===== src/rtl/ctrl_mem_pkg.sv =====
// Shared types and constants for the 16x16 memory request sequencer.
package ctrl_mem_pkg;

  localparam int ANCHO_DATO_DEF = 16;
  localparam int ANCHO_DIR_DEF  = 16;

  // Returned in place of memory data when an address lies outside the array
  localparam logic [15:0] PATRON_ERROR = 16'hDEAD;

  typedef enum logic [1:0] {
    REPOSO,
    ESCRITURA,
    LECTURA,
    ESPERA
  } estado_t;

endpackage


===== src/rtl/controlador_memoria_16x16.sv =====
// Valid/ready request sequencer that drives the 16x16 memory strobes and returns read data.
// Optional macro CTRL_MEM_RANGO_EN adds address range checking and the sticky Error_Rango output.
module controlador_memoria_16x16
  import ctrl_mem_pkg::*;
#(
  parameter int ANCHO_DATO  = ANCHO_DATO_DEF,
  parameter int ANCHO_DIR   = ANCHO_DIR_DEF,
  parameter int PALABRAS    = 16,
  parameter int LAT_LECTURA = 1
) (
  input  logic                  Reloj,
  input  logic                  Reinicio_n,
  input  logic                  Sol_Valida,
  output logic                  Sol_Lista,
  input  logic                  Sol_Escribir,
  input  logic [ANCHO_DIR-1:0]  Sol_Direccion,
  input  logic [ANCHO_DATO-1:0] Sol_Dato,
  output logic                  Rta_Valida,
  input  logic                  Rta_Lista,
  output logic [ANCHO_DATO-1:0] Rta_Dato,
  output logic                  Esc_Hecho,
  output logic                  Leer,
  output logic                  Escribir,
  output logic [ANCHO_DIR-1:0]  Direccion,
  output logic [ANCHO_DATO-1:0] Dato2M,
`ifdef CTRL_MEM_RANGO_EN
  output logic                  Error_Rango,
`endif
  input  logic [ANCHO_DATO-1:0] Rta
);

  if (LAT_LECTURA < 1 || LAT_LECTURA > 7 || PALABRAS < 1) begin : g_param_check
    $error("controlador_memoria_16x16: LAT_LECTURA must be 1..7 and PALABRAS >= 1");
  end

  estado_t     estado, estado_sig;
  logic [2:0]  contador;
  logic        fuera;
  logic        fuera_q;
  logic        acepta;
  logic        listo_dato;

`ifdef CTRL_MEM_RANGO_EN
  assign fuera = (Sol_Direccion >= ANCHO_DIR'(PALABRAS));
`else
  assign fuera = 1'b0;
`endif

  assign Sol_Lista = (estado == REPOSO) && !Rta_Valida;
  assign acepta    = Sol_Valida && Sol_Lista;

  // The memory samples Leer on the edge that drops it; latency is counted from there,
  // so the counter holds while Leer is still high.
  assign listo_dato = (estado == ESPERA) && !Leer && (contador == 3'd1);

  always_ff @(posedge Reloj or negedge Reinicio_n) begin
    if (!Reinicio_n) estado <= REPOSO;
    else             estado <= estado_sig;
  end

  always_comb begin
    estado_sig = estado;
    case (estado)
      REPOSO: begin
        if (acepta) begin
          if (Sol_Escribir) estado_sig = ESCRITURA;
          else if (fuera)   estado_sig = ESPERA;
          else              estado_sig = LECTURA;
        end
      end
      ESCRITURA: estado_sig = REPOSO;
      LECTURA:   estado_sig = ESPERA;
      ESPERA:    if (listo_dato) estado_sig = REPOSO;
      default:   estado_sig = REPOSO;
    endcase
  end

  always_ff @(posedge Reloj or negedge Reinicio_n) begin
    if (!Reinicio_n) begin
      Leer       <= 1'b0;
      Escribir   <= 1'b0;
      Esc_Hecho  <= 1'b0;
      Rta_Valida <= 1'b0;
      Direccion  <= '0;
      Dato2M     <= '0;
      Rta_Dato   <= '0;
      contador   <= '0;
      fuera_q    <= 1'b0;
`ifdef CTRL_MEM_RANGO_EN
      Error_Rango <= 1'b0;
`endif
    end else begin
      Leer      <= (estado == LECTURA);
      Escribir  <= (estado == ESCRITURA) && !fuera_q;
      Esc_Hecho <= (estado == ESCRITURA) && !fuera_q;

      if (acepta) begin
        Direccion <= Sol_Direccion;
        Dato2M    <= Sol_Dato;
        fuera_q   <= fuera;
      end

      // An out-of-range read skips the memory and answers on the next edge
      if (estado == LECTURA)
        contador <= 3'(LAT_LECTURA);
      else if (acepta && fuera && !Sol_Escribir)
        contador <= 3'd1;
      else if ((estado == ESPERA) && !Leer)
        contador <= contador - 3'd1;

      if (listo_dato) begin
        Rta_Dato   <= fuera_q ? ANCHO_DATO'(PATRON_ERROR) : Rta;
        Rta_Valida <= 1'b1;
      end else if (Rta_Lista) begin
        Rta_Valida <= 1'b0;
      end

`ifdef CTRL_MEM_RANGO_EN
      if (acepta && fuera) Error_Rango <= 1'b1;
`endif
    end
  end

endmodule

===== config.mk =====
export PLATFORM = sky130hd
export DESIGN_NAME = controlador_memoria_16x16
export DESIGN_NICKNAME = d
export VERILOG_FILES = /design/src/rtl/ctrl_mem_pkg.sv /design/src/rtl/controlador_memoria_16x16.sv
export SDC_FILE = /design/constraint.sdc
export NUM_CORES = 1
export LEC_CHECK = 0
export CORE_MARGIN = 2
export CORE_UTILIZATION = 45
export CTS_CLUSTER_DIAMETER = 30
export DETAILED_ROUTE_END_ITERATION = 12
export PLACE_DENSITY = 0.86
export RECOVER_POWER = 50
export SYNTH_ARGS = -nofsm -noshare
export SYNTH_HDL_FRONTEND = slang
export SYNTH_SLANG_ARGS = --single-unit

===== constraint.sdc =====
create_clock -name Reloj -period 3.2 [get_ports Reloj]
set_clock_uncertainty 0.2 [all_clocks]
set_input_delay 0.48 -clock Reloj [delete_from_list [all_inputs] [get_ports Reloj]]
set_output_delay 0.48 -clock Reloj [all_outputs]
set_load 0.005 [all_outputs]

==> reports/summary.txt <==
status - finished clean
slowest stage delay, CP - 880 ps
Residual DRC - 0
Startpoint Class - flip-flop
vias in the first global route - 1576
Buf/Inv on CP - 1
area grow syn2layout - 48.5%
Syn Nets - 192
CTS max path bufs - 2
Hold Startpoint - Rta_Dato[9]
boundary pin count - 106
power per cell area - 930 nW/µm²
WL per Instance - 15.1 µm
RSZ-0062 raised after global routing - no
# Post-CTS Setup Buffers - 0
worst-margin pin slew - 1420 ps
Placer Congestion - 0.743
DR iter-0 viols - 31
clk_lat worst skew - 300 ps
top-area cell type share of the netlist area - 59.2%
period utilisation layout - 79.0%
static leakage power - 1.53 nW
drt total wl - 4.78 mm
Site Rows - 26
area of the mapped netlist - 2370 µm²
Netlist cell types - 21
met1 WL - 2.16 mm
WS Path Type - flip-flop to flip-flop
hold path cells - 1
Fin Hold WS - 306 ps
mean post-synth cell area - 17.3 µm²
Initial Utilization - 46.3%
hold endpoint - Rta_Dato[9]
met3 WL - 238 µm
Reg-to-Reg End - Rta_Dato[11]
1st-pass router iterations - 4
# clock sinks - 56
CP top delay family - buffers and inverters
Slowest-stage cell, CP - clkbuf_1
Synth area leaders - dfrtp_1 (59%), mux2_4 (23%), mux2_2 (5.7%)
slew margin rel. - 5.53%
CP cell instances - nand3b_1, nor3b_4, clkbuf_1, mux2_2
H-tree depth - 2
type of destination of the critical path - flip-flop
antenna cell count - 0
Worst Path Max Fanout - 19
clock slew at reported path FFs - 90 ps
Synth area leader - dfrtp_1
DIE AREA - 5860 µm²
nets - 300
worst r2r src - Leer
vias - 1499
clock buffer count from CTS - 5
final hold vios - 0
initial antenna violation count - 0
clk root buf - clkbuf_8
met2 WL - 2.30 mm
final setup fails - 0
Die Ht - 76.5 µm
I/O Buffers - 105
GRT overflow - 0
setup TNS - 0 ps
die width - 76.5 µm
Slew Viols, Final - 0
CP required - 3190 ps
flops & latches, synth - 56
CTS tree - done
r2r setup slk - 670 ps
largest net degree at the start of global routing - 34
Top Layer Used - met4
Post-DP HPWL - 3.57 mm
Post-DRT Antenna Nets - 0
Final min period - 2530 ps
max-cap viol count - 0
Placeable Area - 5110 µm²
sequential-to-total area share from yosys stat - 59.2%
Register-to-Register Path Depth - 4
Fmax - 0.396 GHz
Hold WC Path Type - flip-flop to flip-flop
Mapped Cells - 137
Syn. warnings - 0
first-pass GRT wire length - 8.11 mm
CP arrival - 2520 ps
GRT Resource Usage Total - 17.6%
share of cells above drive strength 1 - 24.0%
Max VDD drop - 505 µV
Avg Vias per Cell - 4.74
worst max-delay path by stage:
| stage | from | to | slack [ps] | cells past startpoint |
|---|---|---|---|---|
| 6_report | Leer | Rta_Dato[11] | 670 | 4 |
| 5_1_grt | Leer | Rta_Dato[11] | 520 | 4 |
| 4_1_cts | estado[1] | Sol_Lista | 940 | 2 |
| 3_5_place_dp | Sol_Valida | Dato2M[11] | 970 | 3 |
| 3_3_place_gp | Sol_Valida | Dato2M[12] | 990 | 3 |
| 2_1_floorplan | estado[1] | Dato2M[0] | 1500 | 5 |
what timing repair did:
item | in CTS | in global routing
gates resized for setup | 0 | 0
endpoints found under the hold margin | 26 | 0
hold buffers | 1 | 0
sequential cells by signal, indices dropped and copies added (netlist names):
| register | count |
|---|---|
| Rta_Valida | 1 |
| Escribir | 1 |
| contador | 3 |
| Dato2M | 16 |
| estado | 2 |
| Rta_Dato | 16 |
| Leer | 1 |
| Direccion | 16 |
placed cells by master (no fill, tap or decap):
cell	instances
nand2b_1	1
clkbuf_1	3
nand2_1	4
a21o_1	1
dlygate4sd3_1	31
nand3b_1	1
buf_4	1
and2_4	1
bufinv_16	1
nor3b_4	1
a21oi_1	1
clkbuf_8	5
o2bb2ai_1	2
a21boi_0	1
nor3_2	1
clkdlybuf4s50_1	74
nor2_1	2
mux2_2	12
o22ai_1	2
inv_1	5
clkinv_2	1
mux2_4	36
dfrtp_1	56
ha_1	2
nor4bb_1	1
layer usage:
metal  global-route usage (%)  up-vias
li1                         -      687
met1                     22.6      735
met2                     29.1       68
met3                     4.38        9
met4                     5.82        0
met5                        0        -
report_power, final:
part | internal, W | switching, W
combinational | 0.00109 | 0.000450
sequential | 0.00107 | 0.000213
clock | 0.000232 | 0.000213
worst reg2reg max path: stages (launching register included):
cell and delay (ps):
dfrtp_1 430, nand3b_1 260, nor3b_4 200, clkbuf_1 880, mux2_2 440
Yosys cell counts:
| library cell | n |
|---|---|
| ha_1 | 2 |
| a21o_1 | 1 |
| a21oi_1 | 1 |
| buf_4 | 1 |
| inv_1 | 5 |
| nor2_1 | 2 |
| nor3b_2 | 1 |
| and2_4 | 1 |
| buf_6 | 1 |
| o22ai_1 | 2 |
| mux2_2 | 12 |
| o2bb2ai_1 | 2 |
| nor4bb_1 | 1 |
| buf_12 | 5 |
| nand2_1 | 4 |
| a21boi_0 | 1 |
| nand3b_1 | 1 |
| mux2_4 | 36 |
| nand2b_1 | 1 |
| dfrtp_1 | 56 |
| nor3_2 | 1 |
area by class of cell:
cell class | count | area [µm²]
Fill cell | 384 | 1590
Sequential cell | 56 | 1400
Timing Repair Buffer | 108 | 1070
Multi-Input combinational cell | 69 | 835
Tap cell | 70 | 87.6
Clock buffer | 6 | 72.6
Clock inverter | 2 | 35.0
Inverter | 5 | 18.8
metrics by stage:
step	setup WS, ps	cell area [µm²]	power (W)	instances	util, %
finish	672	3520	0.00327	316	68.8
global placement	988	3400	0.00288	307	66.6
global route	516	3520	0.00349	316	68.8
CTS	937	3520	0.00340	316	68.9
detailed placement	966	3400	0.00294	307	66.6
floorplan	1500	2370	0.00213	137	-
cells by family after synthesis:
group,count (synthesis),share of synthesized area [%]
flops,56,59.2
mux,48,28.5
buf+inv,12,5.81
simple gates,12,3.28
compound gates,7,2.11
fa+ha+maj,2,1.06
No activity file was read; power rests on OpenSTA's default activity.
